File: src/rtl/vote_display_pkg.sv
// vote_display_pkg
//   Shared definitions for the vote result display block:
//     NUM_CAND       number of candidates shown
//     SEG_BLANK      all segments off (active-low)
//     SEG_DIGIT      active-low {g,f,e,d,c,b,a} patterns for 0..9
//     conv_state_t   binary-to-BCD conversion FSM states
//     seg_of()       digit -> segment pattern, blank for values above 9
package vote_display_pkg;

    localparam int NUM_CAND = 4;

    localparam logic [6:0] SEG_BLANK = 7'h7F;

    localparam logic [6:0] SEG_DIGIT [0:9] = '{
        7'h40, 7'h79, 7'h24, 7'h30, 7'h19,
        7'h12, 7'h02, 7'h78, 7'h00, 7'h10
    };

    typedef enum logic [1:0] {
        IDLE,
        LOAD,
        SHIFT,
        DONE
    } conv_state_t;

    function automatic logic [6:0] seg_of(input logic [3:0] digit);
        if (digit <= 4'd9) begin
            return SEG_DIGIT[digit];
        end
        return SEG_BLANK;
    endfunction

endpackage

File: src/rtl/vote_result_display_bin2bcd_seq.sv
// bin2bcd_seq
//   Sequential 8-bit binary to 3-digit BCD converter (double dabble).
//   One conversion takes LOAD (1 cycle) + SHIFT (8 cycles) + DONE (1 cycle);
//   the BCD outputs change only in DONE, so a half-converted value is never
//   visible downstream.
//   Ports:
//     clock, reset       system clock, synchronous active-high reset
//     start              request a conversion; accepted in IDLE or DONE
//     bin[7:0]           value to convert, sampled during LOAD
//     busy               FSM is not in IDLE
//     done               FSM is in DONE (final cycle of a conversion)
//     hund/tens/units    converted BCD digits
module bin2bcd_seq
    import vote_display_pkg::*;
(
    input  logic       clock,
    input  logic       reset,
    input  logic       start,
    input  logic [7:0] bin,
    output logic       busy,
    output logic       done,
    output logic [3:0] hund,
    output logic [3:0] tens,
    output logic [3:0] units
);

    conv_state_t state;
    conv_state_t state_nxt;
    logic [2:0]  shift_cnt;
    // {hundreds, tens, units, binary} working register
    logic [19:0] work;

    // One double-dabble iteration: correct every BCD nibble >= 5, then shift.
    function automatic logic [19:0] dabble_step(input logic [19:0] w);
        logic [19:0] t;
        t = w;
        if (t[11:8]  >= 4'd5) t[11:8]  = t[11:8]  + 4'd3;
        if (t[15:12] >= 4'd5) t[15:12] = t[15:12] + 4'd3;
        if (t[19:16] >= 4'd5) t[19:16] = t[19:16] + 4'd3;
        return {t[18:0], 1'b0};
    endfunction

    always_ff @(posedge clock) begin
        if (reset) begin
            state <= IDLE;
        end else begin
            state <= state_nxt;
        end
    end

    always_comb begin
        state_nxt = state;
        case (state)
            IDLE:    if (start) state_nxt = LOAD;
            LOAD:    state_nxt = SHIFT;
            SHIFT:   if (shift_cnt == 3'd7) state_nxt = DONE;
            DONE:    state_nxt = start ? LOAD : IDLE;
            default: state_nxt = IDLE;
        endcase
    end

    always_ff @(posedge clock) begin
        if (reset) begin
            shift_cnt <= '0;
        end else if (state == LOAD) begin
            shift_cnt <= '0;
        end else if (state == SHIFT) begin
            shift_cnt <= shift_cnt + 3'd1;
        end
    end

    always_ff @(posedge clock) begin
        if (state == LOAD) begin
            work <= {12'd0, bin};
        end else if (state == SHIFT) begin
            work <= dabble_step(work);
        end
    end

    always_ff @(posedge clock) begin
        if (reset) begin
            hund  <= '0;
            tens  <= '0;
            units <= '0;
        end else if (state == DONE) begin
            hund  <= work[19:16];
            tens  <= work[15:12];
            units <= work[11:8];
        end
    end

    assign busy = (state != IDLE);
    assign done = (state == DONE);

endmodule

File: src/rtl/vote_result_display.sv
// vote_result_display
//   Result stage of the voting machine. Shows one candidate at a time on a
//   4-digit multiplexed active-low seven-segment display: digit 3 is the
//   candidate number (with dp), digits 2..0 the tally with leading-zero
//   blanking. The candidate advances on next_pulse or every ROTATE_CYCLES.
//   Optional leader detector enabled by defining WINNER_DETECT_EN.
//   Parameters: CLK_HZ (informational), SCAN_DIV (cycles per digit slot),
//               ROTATE_CYCLES (cycles between automatic advances).
//   Ports:
//     clock, reset                 system clock, synchronous active-high reset
//     mode                         0 = voting (display blank), 1 = results
//     cand1_votes..cand4_votes     per-candidate tallies
//     next_pulse                   one-cycle request to show the next candidate
//     seg[6:0], an[3:0], dp        display drive, all active-low, registered
//     winner_valid, winner_idx, tie  leader outputs (0 unless WINNER_DETECT_EN)
module vote_result_display
    import vote_display_pkg::*;
#(
    parameter int CLK_HZ        = 100_000_000,
    parameter int SCAN_DIV      = 100_000,
    parameter int ROTATE_CYCLES = 200_000_000
) (
    input  logic       clock,
    input  logic       reset,
    input  logic       mode,
    input  logic [7:0] cand1_votes,
    input  logic [7:0] cand2_votes,
    input  logic [7:0] cand3_votes,
    input  logic [7:0] cand4_votes,
    input  logic       next_pulse,
    output logic [6:0] seg,
    output logic [3:0] an,
    output logic       dp,
    output logic       winner_valid,
    output logic [1:0] winner_idx,
    output logic       tie
);

    localparam int SCAN_W = $clog2(SCAN_DIV + 1);
    localparam int ROT_W  = $clog2(ROTATE_CYCLES + 1);
    localparam logic [SCAN_W-1:0] SCAN_LAST = SCAN_W'(SCAN_DIV - 1);
    localparam logic [ROT_W-1:0]  ROT_LAST  = ROT_W'(ROTATE_CYCLES - 1);

    // CLK_HZ does not drive logic; it only takes part in this sanity check.
    if (CLK_HZ <= 0 || SCAN_DIV < 1 || ROTATE_CYCLES < 2) begin : g_bad_params
        $error("vote_result_display: invalid timing parameters");
    end

    logic [7:0] tally [NUM_CAND];
    assign tally[0] = cand1_votes;
    assign tally[1] = cand2_votes;
    assign tally[2] = cand3_votes;
    assign tally[3] = cand4_votes;

    // ---- candidate selection and auto-rotate ----
    logic [1:0]       sel;
    logic [ROT_W-1:0] rot_cnt;
    logic             advance;

    // A pulse and the terminal count in the same cycle collapse to one advance.
    assign advance = mode && (next_pulse || rot_cnt == ROT_LAST);

    always_ff @(posedge clock) begin
        if (reset || !mode) begin
            sel     <= '0;
            rot_cnt <= '0;
        end else if (advance) begin
            sel     <= sel + 2'd1;
            rot_cnt <= '0;
        end else begin
            rot_cnt <= rot_cnt + ROT_W'(1);
        end
    end

    // ---- conversion control ----
    logic       mode_p1;
    logic       load_p1;
    logic       pending;
    logic       trig;
    logic       start;
    logic       conv_busy;
    logic       conv_done;
    logic [1:0] snap_sel;
    logic [7:0] snap_val;
    logic [7:0] sel_tally;
    logic [1:0] disp_sel;
    logic [3:0] bcd_hund;
    logic [3:0] bcd_tens;
    logic [3:0] bcd_units;

    assign sel_tally = tally[sel];

    // The snapshot is being written during LOAD, so the difference test is
    // masked then; otherwise every conversion would re-trigger itself.
    assign trig  = mode && (!mode_p1 ||
                   (!load_p1 && (sel != snap_sel || sel_tally != snap_val)));
    assign start = mode && ((!conv_busy && (trig || pending)) ||
                            (conv_done && pending));

    always_ff @(posedge clock) begin
        if (reset) begin
            mode_p1 <= 1'b0;
            load_p1 <= 1'b0;
            pending <= 1'b0;
        end else begin
            mode_p1 <= mode;
            load_p1 <= start;
            if (start) begin
                pending <= 1'b0;
            end else if (trig) begin
                pending <= 1'b1;
            end
        end
    end

    // ---- stage p1: snapshot taken in the LOAD cycle ----
    always_ff @(posedge clock) begin
        if (load_p1) begin
            snap_sel <= sel;
            snap_val <= sel_tally;
        end
    end

    // Candidate number is committed together with its BCD value.
    always_ff @(posedge clock) begin
        if (reset) begin
            disp_sel <= '0;
        end else if (conv_done) begin
            disp_sel <= snap_sel;
        end
    end

    bin2bcd_seq u_bcd (
        .clock (clock),
        .reset (reset),
        .start (start),
        .bin   (sel_tally),
        .busy  (conv_busy),
        .done  (conv_done),
        .hund  (bcd_hund),
        .tens  (bcd_tens),
        .units (bcd_units)
    );

    // ---- digit scan ----
    logic [SCAN_W-1:0] scan_cnt;
    logic [1:0]        slot;
    logic [6:0]        digit_seg;
    logic              digit_dp;

    always_ff @(posedge clock) begin
        if (reset) begin
            scan_cnt <= '0;
            slot     <= '0;
        end else if (scan_cnt == SCAN_LAST) begin
            scan_cnt <= '0;
            slot     <= slot + 2'd1;
        end else begin
            scan_cnt <= scan_cnt + SCAN_W'(1);
        end
    end

    always_comb begin
        digit_seg = SEG_BLANK;
        digit_dp  = 1'b1;
        case (slot)
            2'd3: begin
                digit_seg = seg_of({2'b00, disp_sel} + 4'd1);
                digit_dp  = 1'b0;
            end
            2'd2: digit_seg = (bcd_hund == 4'd0) ? SEG_BLANK : seg_of(bcd_hund);
            2'd1: digit_seg = (bcd_hund == 4'd0 && bcd_tens == 4'd0) ?
                              SEG_BLANK : seg_of(bcd_tens);
            default: digit_seg = seg_of(bcd_units);
        endcase
    end

    // ---- stage p1: registered display drive ----
    always_ff @(posedge clock) begin
        if (reset || !mode) begin
            seg <= SEG_BLANK;
            an  <= 4'hF;
            dp  <= 1'b1;
        end else begin
            seg <= digit_seg;
            an  <= ~(4'b0001 << slot);
            dp  <= digit_dp;
        end
    end

    // ---- leader detector ----
`ifdef WINNER_DETECT_EN
    logic [7:0] lead_val;
    logic [1:0] lead_idx;
    logic [2:0] lead_cnt;

    // Strict '>' keeps the lowest index when several share the maximum.
    always_comb begin
        lead_val = tally[0];
        lead_idx = 2'd0;
        for (int i = 1; i < NUM_CAND; i++) begin
            if (tally[i] > lead_val) begin
                lead_val = tally[i];
                lead_idx = 2'(i);
            end
        end
        lead_cnt = '0;
        for (int i = 0; i < NUM_CAND; i++) begin
            if (tally[i] == lead_val) lead_cnt = lead_cnt + 3'd1;
        end
    end

    // ---- stage p1: registered leader outputs ----
    always_ff @(posedge clock) begin
        if (reset) begin
            winner_valid <= 1'b0;
            winner_idx   <= '0;
            tie          <= 1'b0;
        end else begin
            winner_valid <= mode && (lead_val != 8'd0);
            winner_idx   <= lead_idx;
            tie          <= (lead_cnt >= 3'd2);
        end
    end
`else
    assign winner_valid = 1'b0;
    assign winner_idx   = 2'd0;
    assign tie          = 1'b0;
`endif

endmodule

File: config.mk
export PLATFORM = sky130hd
export DESIGN_NAME = vote_result_display
export DESIGN_NICKNAME = d
export VERILOG_FILES = /design/src/rtl/vote_display_pkg.sv /design/src/rtl/vote_result_display_bin2bcd_seq.sv /design/src/rtl/vote_result_display.sv
export SDC_FILE = /design/constraint.sdc
export NUM_CORES = 1
export LEC_CHECK = 0
export CAP_MARGIN = 0
export CELL_PAD_IN_SITES_DETAIL_PLACEMENT = 1
export CELL_PAD_IN_SITES_GLOBAL_PLACEMENT = 1
export CORE_ASPECT_RATIO = 1.5
export CORE_UTILIZATION = 45
export DETAILED_ROUTE_END_ITERATION = 7
export PLACE_DENSITY_LB_ADDON = 0.1
export SYNTH_ARGS = -nofsm -noshare
export SYNTH_HDL_FRONTEND = slang
export SYNTH_HIERARCHICAL = 1
export SYNTH_SLANG_ARGS = --single-unit
File: constraint.sdc
create_clock -name clock -period 2.7 [get_ports clock]
set_input_delay 0.54 -clock clock [delete_from_list [all_inputs] [get_ports clock]]
set_output_delay 0.54 -clock clock [all_outputs]
set_load 0.01 [all_outputs]
==> impl_results.md <==
- Combinational share of power: 0.232
- Total placed cells including tap cells: 822
- Area Growth Syn to Fin: 16.09%
- Asr flop ratio synth: 0
- Synth area leaders: dfxtp_1 32%, edfxtp_1 9.2%, ha_1 8.5%, nor2_1 5.4%, xor2_1 4.2%
- VDD IR max: 0.3609 mV
- RD Place Congestion: 0.8370
- Post-Syn Area: 0.005857 mm²
- Hold-fix buffer count after cts: 0
- Commonest non-fill, non-tap cell in the layout: dfxtp_1
- Worst setup path category: in -> reg
- DRC: 0
- Root buffer cell: clkbuf_16
- Sw Pwr: 1.327 mW
- Critical Path AT: 2.86 ns
- Most frequent cells in the layout: 92 x dfxtp_1, 85 x nor2_1, 47 x clkdlybuf4s50_1
- Vias/cell: 5.484
- Switch share: 0.3046
- Final Hold Vio Count: 0
- Fmax: 385.0 MHz
- Leakage: 2.392 nW
- Diodes inserted: 0
- First-pass GRT wire length: 22.83 mm
- Top_reg_cell synth: dfxtp_1
- Synth Register Bits: 112
- Non-Filler Instances: 838
- Nets: 753
- First-iteration detailed-routing DRC count: 136
- Max-slew headroom: 0.5580
- Actual slew at the worst max-slew pin: 0.6631 ns
- Largest net degree at the start of global routing: 26
- Post-synth top area share: 0.3213
- Number of global-route vias before repair: 4,886
- Clock network fraction of total power: 0.286
- CTS buffer count: 9
- CTS tree: yes
- Clk Latency, worst-skew pair: 0.35 ns
- Clock buffer depth: 2
- Clock transition at path regs: 0.07 ns
- Post-DP HPWL: 10.41 mm
- Vias post-DR: 4,596
- Routed Antenna Nets: 0
- Max-cap check violation count: 0
- Worst Hold Class: reg -> reg
- RSZ-0062 raised after global routing: no
- Top Ports: 52
- Cell taking the most area after synthesis: dfxtp_1
- Core Region: 0.01257 mm²
- EDFF count, synth: 18
- Starting Density: 0.4658
- Site Rows: 50
- Overflow after GRT: 0
- Minimum clock period: 2.597 ns
- Internal Pwr Total: 3.028 mW
- Final wirelength: 13.74 mm
- Critical Path Source Type: input port
- Initial antenna violation count: 0
- GRT Overall Usage: 0.2180
- Post-Synthesis Cells: 628
- Die X: 95.15 µm
- Seq pwr share: 0.481
- Die Footprint: 0.01349 mm²
- Util after Layout: 0.5407
- Ys Warns: 6
- Worst Path Required: 2.96 ns
- PwrDens: 640.5 mW/mm²
- Postcts setup bufs: 0
- Status: completed
- Clk sink count: 112
- Drt wl/cell: 16.39 µm
- Sequential fraction of the synthesis area: 0.4136
- Setup violators final: 0
- CP Max Fanout: 3
- Max Slew Vio Count: 0
- Setup TNS: 0 ns
- Fin crit share: 0.9620
- Crit. End Element: flop
- H-tree Lvls: 3
- Final Skew: 0.01243 ns
- Syn_area_per_cell: 9.326 µm²
- DRT Pass-1 Iters: 4
- Synth unique cells: 60
- Die H: 141.7 µm
- Port bufs: 47
- Share of cells above drive strength 1: 0.08944
## worst max-delay path, stage by stage
cell and delay (ns):
clkdlybuf4s50_1 0.41, mux4_2 0.52, xnor2_1 0.16, nand4_1 0.13, nor3_2 0.06, and3_1 0.20
nor3b_2 0.24, a2bb2oi_2 0.24, o21ai_0 0.12, a221oi_1 0.23
## what timing repair did
action / CTS / global route
pin swaps: 0 / 2
endpoints found under the setup margin: 2 / 2
resized for setup: 2 / 3
## path summary, 6_finish.rpt
| kind | from | endpoint | slack [ns] | cells after the start |
|---|---|---|---|---|
| setup / recovery | cand4_votes[4] | u_bcd/state[0] | 0.10 | 10 |
| hold / removal | rot_cnt[0] | rot_cnt[0] | 0.46 | 1 |
| setup reg to reg | sel[0] | u_bcd/state[0] | 0.15 | 10 |
| hold reg to reg | rot_cnt[0] | rot_cnt[0] | 0.46 | 1 |
## cell type report
cell class / count / area, µm²
clock inverter: 6 / 41.29
inverter: 36 / 135.1
multi-input combinational: 456 / 3178
sequential: 112 / 2425
clock buffer: 10 / 229.0
tap: 156 / 195.2
fill: 1453 / 5776
timing repair buffer: 62 / 595.6
## metal layers
layer / routed length [µm] / global-route usage
met1: 5487 / 0.2295
met2: 7717 / 0.4158
met3: 226 / 0.03698
met4: 303 / 0.08453
met5: 0 / 0
## cell usage after synthesis (all sizes together), types with 11 or more instances
| library cell | n |
|---|---|
| a21oi | 30 |
| buf | 16 |
| clkbuf | 11 |
| dfxtp | 94 |
| edfxtp | 18 |
| ha | 40 |
| inv | 36 |
| mux2i | 21 |
| nand2 | 33 |
| nand3 | 26 |
| nand4 | 13 |
| nor2 | 85 |
| nor3 | 14 |
| o21ai | 36 |
| xnor2 | 23 |
| xor2 | 28 |
## power by group through the flow
stage	Sequential, mW	Clock (mW)	Combinational (mW)
floorplan	2.07	0	0.732
global placement	2.13	0	0.940
detailed placement	2.14	0	0.996
CTS	2.10	1.29	1.02
global route	2.13	1.36	1.12
finish	2.10	1.25	1.01
## cell families (layout without fill, tap and decap cells)
family                   count (synthesis)  after routing  synth area share
multiplexers                            37             37           0.08268
buffers and inverters                   63            114           0.04700
AO/OA/AOI/OAI                           98             98            0.1013
flip-flops                             112            112            0.4136
AND/OR/NAND/NOR                        226            226            0.1931
adder cells (fa/ha/maj)                 40             40           0.08545
other                                    1              4         0.0006403
XOR/XNOR                                51             51           0.07627
## registers in the layout (all words and copies together) (netlist names), 2 cells and up
name	count
u_bcd/hund	4
snap_val	8
u_bcd/shift_cnt	3
u_bcd/units	4
slot	2
sel	2
an	4
u_bcd/work	20
disp_sel	2
u_bcd/tens	4
u_bcd/state	2
seg	7
snap_sel	2
scan_cnt	17
rot_cnt	28
## stage by stage
stage / setup WS [ns] / instance area [µm²] / hold WS, ns / power [mW]
floorplan: 0.2473 / 5868 / 0.4029 / 2.804
global placement: -0.2944 / 6519 / 0.4242 / 3.066
detailed placement: -0.4128 / 6519 / 0.4565 / 3.136
CTS: 0.05920 / 6800 / 0.4667 / 4.416
global route: 0.02132 / 6799 / 0.4825 / 4.613
finish: 0.1027 / 6799 / 0.4614 / 4.355
Power figures use the tool's default switching activity.
